==> config.mk <==
export PLATFORM = sky130hd
export DESIGN_NAME = speed_bcd_entry
export DESIGN_NICKNAME = d
export VERILOG_FILES = /design/src/rtl/speed_bcd_entry.sv
export SDC_FILE = /design/constraint.sdc
export NUM_CORES = 1
export LEC_CHECK = 0
export BUFFER_PORTS_ARGS = -buffer_cell sky130_fd_sc_hd__buf_2
export CORE_MARGIN = 2
export CORE_UTILIZATION = 45
export DETAILED_ROUTE_END_ITERATION = 10
export HOLD_SLACK_MARGIN = 0.15
export PLACE_DENSITY = 0.74
export SLEW_MARGIN = 20
export SYNTH_ARGS = -nofsm -noshare
export SYNTH_HDL_FRONTEND = slang
export SYNTH_SLANG_ARGS = --single-unit
==> constraint.sdc <==
create_clock -name clk -period 5.2 [get_ports clk]
set_input_delay 0.78 -clock clk [delete_from_list [all_inputs] [get_ports clk]]
set_output_delay 0.78 -clock clk [all_outputs]
set_load 0.05 [all_outputs]
==> src/rtl/speed_bcd_entry.sv <==
// Keypad BCD speed entry: two-digit rolling entry, clamped commit on ENTER.
// Optional idle-entry timeout when SPEED_ENTRY_TIMEOUT_EN is defined.
module speed_bcd_entry #(
  parameter int SPEED_MIN      = 1,
  parameter int SPEED_MAX      = 99,
  parameter int SPEED_INIT     = 5,
  parameter int TIMEOUT_CYCLES = 50000000
) (
  input  logic       clk,
  input  logic       rst_n,
  input  logic       key_valid,
  input  logic [3:0] key_code,
  output logic [7:0] speed,
  output logic       speed_valid,
  output logic [3:0] entry_one,
  output logic [3:0] entry_ten,
  output logic       entry_active
);

  typedef enum logic [1:0] {
    IDLE,
    D1,
    D2,
    COMMIT
  } state_t;

  localparam logic [3:0] BLANK   = 4'd10;
  localparam logic [3:0] K_ENTER = 4'd10;
  localparam logic [3:0] K_CLEAR = 4'd11;
  localparam logic [7:0] SMIN    = 8'(SPEED_MIN);
  localparam logic [7:0] SMAX    = 8'(SPEED_MAX);
  localparam logic [7:0] SINIT   = 8'(SPEED_INIT);

  if (SPEED_MAX > 99 || SPEED_MIN < 0 ||
      SPEED_MIN > SPEED_MAX ||
      SPEED_INIT < SPEED_MIN ||
      SPEED_INIT > SPEED_MAX ||
      TIMEOUT_CYCLES < 2) begin : g_bad_cfg
    $error("speed_bcd_entry: bad parameters");
  end

  state_t     state, state_nx;
  logic [3:0] one_nx, ten_nx;
  logic [7:0] speed_nx;
  logic       valid_nx;
  logic       active_nx;

  logic is_digit, is_enter, is_clear;
  logic expire;

  assign is_digit = key_valid && (key_code <= 4'd9);
  assign is_enter = key_valid && (key_code == K_ENTER);
  assign is_clear = key_valid && (key_code == K_CLEAR);

  // BCD to binary; ten*10 as shift-add, blank tens reads as zero
  logic [3:0] ten_bin;
  logic [6:0] ten7;
  logic [6:0] value;
  logic [7:0] value8;
  logic [7:0] clamped;

  assign ten_bin = (entry_ten == BLANK) ? 4'd0 : entry_ten;
  assign ten7    = {3'b000, ten_bin};
  assign value   = (ten7 << 3) + (ten7 << 1)
                 + {3'b000, entry_one};
  assign value8  = {1'b0, value};

  always_comb begin
    clamped = value8;
    if (value8 < SMIN) clamped = SMIN;
    if (value8 > SMAX) clamped = SMAX;
  end

`ifdef SPEED_ENTRY_TIMEOUT_EN
  localparam int CW = $clog2(TIMEOUT_CYCLES);
  localparam logic [CW-1:0] TLAST = CW'(TIMEOUT_CYCLES - 1);

  logic [CW-1:0] cnt, cnt_nx;
  logic          in_entry;

  assign in_entry = (state == D1) || (state == D2);

  // any acted-on key in the expiry cycle takes priority
  assign expire = in_entry && (cnt == TLAST) &&
                  !(key_valid && (key_code <= K_CLEAR));

  always_comb begin
    cnt_nx = '0;
    if (in_entry && !is_digit) cnt_nx = cnt + 1'b1;
  end

  always_ff @(posedge clk or negedge rst_n) begin
    if (!rst_n) begin
      cnt <= '0;
    end else begin
      cnt <= cnt_nx;
    end
  end
`else
  assign expire = 1'b0;
`endif

  always_comb begin
    state_nx = state;
    one_nx   = entry_one;
    ten_nx   = entry_ten;
    speed_nx = speed;
    valid_nx = 1'b0;
    unique case (state)
      IDLE: begin
        one_nx = BLANK;
        ten_nx = BLANK;
        if (is_digit) begin
          one_nx   = key_code;
          state_nx = D1;
        end
      end
      D1, D2: begin
        unique case (1'b1)
          is_digit: begin
            ten_nx   = entry_one;
            one_nx   = key_code;
            state_nx = D2;
          end
          is_enter: state_nx = COMMIT;
          is_clear, expire: begin
            one_nx   = BLANK;
            ten_nx   = BLANK;
            state_nx = IDLE;
          end
          default: ;
        endcase
      end
      COMMIT: begin
        speed_nx = clamped;
        valid_nx = 1'b1;
        one_nx   = BLANK;
        ten_nx   = BLANK;
        state_nx = IDLE;
      end
      default: begin
        one_nx   = BLANK;
        ten_nx   = BLANK;
        state_nx = IDLE;
      end
    endcase
  end

  assign active_nx = (state_nx == D1) || (state_nx == D2);

  always_ff @(posedge clk or negedge rst_n) begin
    if (!rst_n) begin
      state        <= IDLE;
      entry_one    <= BLANK;
      entry_ten    <= BLANK;
      speed        <= SINIT;
      speed_valid  <= 1'b0;
      entry_active <= 1'b0;
    end else begin
      state        <= state_nx;
      entry_one    <= one_nx;
      entry_ten    <= ten_nx;
      speed        <= speed_nx;
      speed_valid  <= valid_nx;
      entry_active <= active_nx;
    end
  end

endmodule

=== After elaboration in Yosys (flattened, before gate mapping) ===
Cells that the tools add are included.

* $add $sub $neg: 2
* Equality and inequality tests: 9
* Muxes and demuxes: 12
* Magnitude comparators: 3
* Reduce and logical (&&, ||, !) cells: 7

{| class="wikitable"
|+ Operators by type and width
! cell !! number
|-
| case mux 4 bit (2 select lines) || 3
|-
| two-way mux 7 bit || 2
|-
| equality test 4 bit, second input constant || 3
|-
| case mux 2 bit (3 select lines) || 2
|-
| case mux 4 bit (3 select lines) || 1
|-
| two-way mux 4 bit || 2
|-
| adder 7 x 4 -> 7 bit || 1
|-
| adder 7 x 5 -> 7 bit || 1
|-
| > comparator 7 bit, second input constant || 1
|-
| less-than comparator 7 x 1 -> 1 bit, second input constant || 1
|-
| equality test 2 bit, second input constant || 3
|-
| equality test 2 x 1 -> 1 bit, second input constant || 2
|-
| less-or-equal comparator 4 bit, second input constant || 1
|-
| OR reduction 2 bit || 2
|-
| logical AND 1 bit || 3
|-
| != test 3 bit, second input constant || 1
|-
| zero test 2 bit || 1
|-
| two-way mux 2 bit || 1
|-
| logical OR 1 bit || 1
|-
| two-way mux 1 bit || 1
|}

* Bits in registers: 20
* Logic and storage cells: 39

=== Depth between registers and ports, before layout ===
* Depth in word-level cells: 7
* Depth in mapped cells: 13
* Mapped depth without buffers: 11

=== Worst setup path after synthesis ===
Ideal clock, no wire load.

* Kind: reg-to-reg
* Start: register entry_ten[2]
* End: register speed[0]
* Library setup time: 0.083 ns
* Arrival time: 3.215 ns
* Data required time: 5.117 ns
* Cell stages (with the launch flop): 14
* Period minus slack after synthesis: 3.299 ns
* Slack: 1.901 ns
* Path through: dfrtp_1 > buf_2 > nor2_1 > a21boi_0 > xor2_1 > ha_1 > inv_1 > fa_1 > and2b_1 > buf_4 > nor4b_2 > a21bo_1 > o32a_1 > a221o_1

* Cells in the longest elaborated chain, start to end: 7
* Elaborated cells on any way between the ends: 8
* Those cells by class: 2 x add/sub; 2 x order compare; 1 x eq/ne; 3 x mux

{| class="wikitable"
|+ Ends and longest elaborated chain
! what !! RTL line !! RTL
|-
| from (decl) || 16 || <nowiki>output logic [3:0] entry_ten,</nowiki>
|-
| from (signal assigned) || 162 || <nowiki>entry_ten <= ten_nx;</nowiki>
|-
| equality test 4 bit || 62 || <nowiki>assign ten_bin = (entry_ten == BLANK) ? 4'd0 : entry_ten;</nowiki>
|-
| two-way mux 4 bit (*) || 62 ||
|-
| adder 7 x 5 -> 7 bit (*) || 64 || <nowiki>assign value = (ten7 << 3) + (ten7 << 1)</nowiki>
|-
| adder 7 x 4 -> 7 bit (*) || 65 || <nowiki>+ {3'b000, entry_one};</nowiki>
|-
| less-than comparator 7 x 1 -> 1 bit || 70 || <nowiki>if (value8 < SMIN) clamped = SMIN;</nowiki>
|-
| two-way mux 7 bit || 70 ||
|-
| two-way mux 7 bit (*) || 71 || <nowiki>if (value8 > SMAX) clamped = SMAX;</nowiki>
|-
| to (signal assigned) || 163 || <nowiki>speed <= speed_nx;</nowiki>
|-
| to (decl) || 13 || <nowiki>output logic [7:0] speed,</nowiki>
|}

Mark *: on every way between the ends. The rest lies on a longest branch, timed or not.
A chain may end at the register's enable or synchronous reset.

=== Final worst setup path ===
Ends and elaborated chain as after synthesis.

==> results.yml <==
status:
  status: "finished clean"
final_layout:
  syn2layout_area_growth_pct: 9.28
  final_common_cell: "buf_2"
  num-fill-cells: 303
  diodes: 0
  register_area_um2: 483
  multi_input_comb_area_um2: 830
  final_cell_mix: "buf_2, nand2_1, dfrtp_1"
  drive_above_1_share: 0.206
  final_nets: 195
  fin_area_mm2: 0.00153
power_and_ir_drop:
  p_per_area_mw_per_mm2: 664
  p_leak_nw: 0.689
  irDropWorstVdd_uv: 236
placed_design:
  placed_area_mm2: 0.00151
  portBuffers: 23
  gp_congestion: 0.840
  dp_hpwl_mm: 2.27
clock_network:
  clk_pin_slew_ps: 110
  cts-buffers-inserted: 3
  cts-root-buf: "clkbuf_4"
  clkLatencyLatePin_ps: 300
  post_cts_resized: 0
  holdBufCountCts: 0
  cts.path.max_buffers: 2
  htreeDepth: 1
  cts_tree: "done"
  clock_sink_count: 19
  cts_setup_buffers: 0
die:
  start_util: 0.467
  std_cell_rows: 20
  fp.coreArea_mm2: 0.00300
  die_area_mm2: 0.00358
  die_y_um: 59.8
  dieWidth_um: 59.8
  num_io_pins: 25
synth:
  synth_area_mm2: 0.00140
  async_flop_share: 1.00
  yosysWarningCount: 0
  syn_nets: 177
  yosysUniqueCellTypes: 48
  ys_seq_area_frac: 0.344
  syn_inst: 163
  synth_top_area_frac: 0.232
  synth_edf_count: 0
  ys_ff_latch: 19
  synth_ff_type: "dfrtp_1"
  syn_area_per_cell_um2: 8.60
  synth_area_leader_cell: "dfrtp_1"
  synthTopCellsByArea: "dfrtp_1, dfstp_2, nand2_1"
drt:
  routed-via-count: 1216
  vias_per_cell: 5.71
  drt_iter0_markers: 22
  drc: 0
  wl_per_cell_um: 14.0
  wl_mm: 2.99
  firstDrtPassIters: 4
  antenna_left: 0
global_route:
  grt_max_degree: 20
  grt_overflow: 0
  grt_pass1_vias: 1106
  grt_pass1_wl_mm: 4.79
  grtUsageTotal: 0.174
  grt_antenna_before_repair: 0
setup_path:
  arrival_ps: 3530
  worst_setup_path_end_kind: "register"
  crit_path_max_fanout: 17
  worstPathRequired_ps: 5420
  critPathKind: "reg2reg"
  start_kind: "register"
timing:
  relSlewSlack: 0.598
  fin_crit_ps: 3310
  finClkSkew_ps: 11.2
  finalMaxSlewViolations: 0
  timing.final.crit_share: 0.637
  rsz0062_at_grt: "no"
  setup_tns_ps: 0
  clock.fmax_mhz: 302
  finalHoldViolations: 0
  setup_viol: 0
  tightest_slew_ps: 603
worst_hold_path:
  hp-class: "in2async"
job:
  max-cap-violations: 0
## per-stage QoR
stage / power, mW / hold slack (ps) / utilization / cells / worst slack [ps]
floorplan: 0.803 / 484 / - / 163 / 1900
global placement: 0.923 / 474 / 0.502 / 209 / 2100
detailed placement: 0.943 / 478 / 0.502 / 209 / 1930
CTS: 1.02 / 404 / 0.510 / 213 / 1900
global route: 1.09 / 402 / 0.510 / 213 / 1620
finish: 1.02 / 385 / 0.510 / 213 / 1890
## layout make-up
class,instances,share of cell area
tap,33,0.0269
sequential,19,0.315
multi-input combinational,124,0.541
inverter,10,0.0245
timing repair buffer,23,0.0751
clock buffer,4,0.0171
## worst max-delay path, cell delays in order (launching register included)
cell and delay [ps]:
dfrtp_1 660, nor2_1 70, a21boi_0 400, xor2_1 190, ha_1 200, inv_1 70
fa_1 410, and2b_1 370, nor4b_2 90, a21bo_1 220, o32a_1 230, a221o_1 340
## state kept, by name, indices dropped and copies added, names as in the netlist
name	count
speed_valid	1
entry_ten	4
entry_active	1
speed	7
entry_one	4
state	2
## logic make-up after synthesis
group | count (synthesis) | synth area share
other cells | 1 | 0.00267
flops | 19 | 0.344
fa+ha+maj | 8 | 0.0749
xor+xnor | 9 | 0.0562
simple gates | 59 | 0.224
buf+inv | 20 | 0.0642
mux | 2 | 0.0152
compound gates | 45 | 0.219
## cell usage after synthesis, types with 2 or more instances
library cell and instances:
o21ai_0 8, nor2b_1 2, xnor2_1 6, a22o_1 2, o21a_1 2, buf_2 3
a31oi_1 6, o22ai_1 5, nand2b_1 5, a21bo_1 2, and2_1 3, inv_1 10
nand4b_1 2, a21boi_0 2, nor3_1 3, xor2_1 3, nand2_1 21, clkbuf_1 4
buf_4 3, dfrtp_1 13, dfstp_2 6, nor2_1 11, ha_1 6, a21oi_1 8
nand3_1 4
## power by group
part / total [mW] / internal, mW / switching, mW
Sequential: 0.288 / 0.221 / 0.0663
Clock: 0.0741 / 0.0298 / 0.0443
Combinational: 0.656 / 0.219 / 0.437
## layer usage
layer	vias to the layer above	global-route usage	part of all wire
met1	588	0.206	0.44
met3	0	0.0260	0.036
met5	-	0	0
li1	603	-	-
met4	0	0.0286	0
met2	25	0.331	0.52
## path summary, 6_finish.rpt
path / start / end / slack [ps] / cells after the start
hold / removal: rst_n / speed[6]$_DFFE_PN0P_ / 380 / 1
setup reg to reg: entry_ten[2]$_DFFE_PN0P_ / speed[0]$_DFFE_PN1P_ / 1890 / 11
hold reg to reg: speed[2]$_DFFE_PN1P_ / speed[2]$_DFFE_PN1P_ / 480 / 2
setup / recovery: entry_ten[2]$_DFFE_PN0P_ / speed[0]$_DFFE_PN1P_ / 1890 / 11
max in group asynchronous: rst_n / speed[0]$_DFFE_PN1P_ / 4480 / 1
min in group clk: speed[2]$_DFFE_PN1P_ / speed[2]$_DFFE_PN1P_ / 480 / 2
Note: power is estimated with default switching activity, not from simulation.
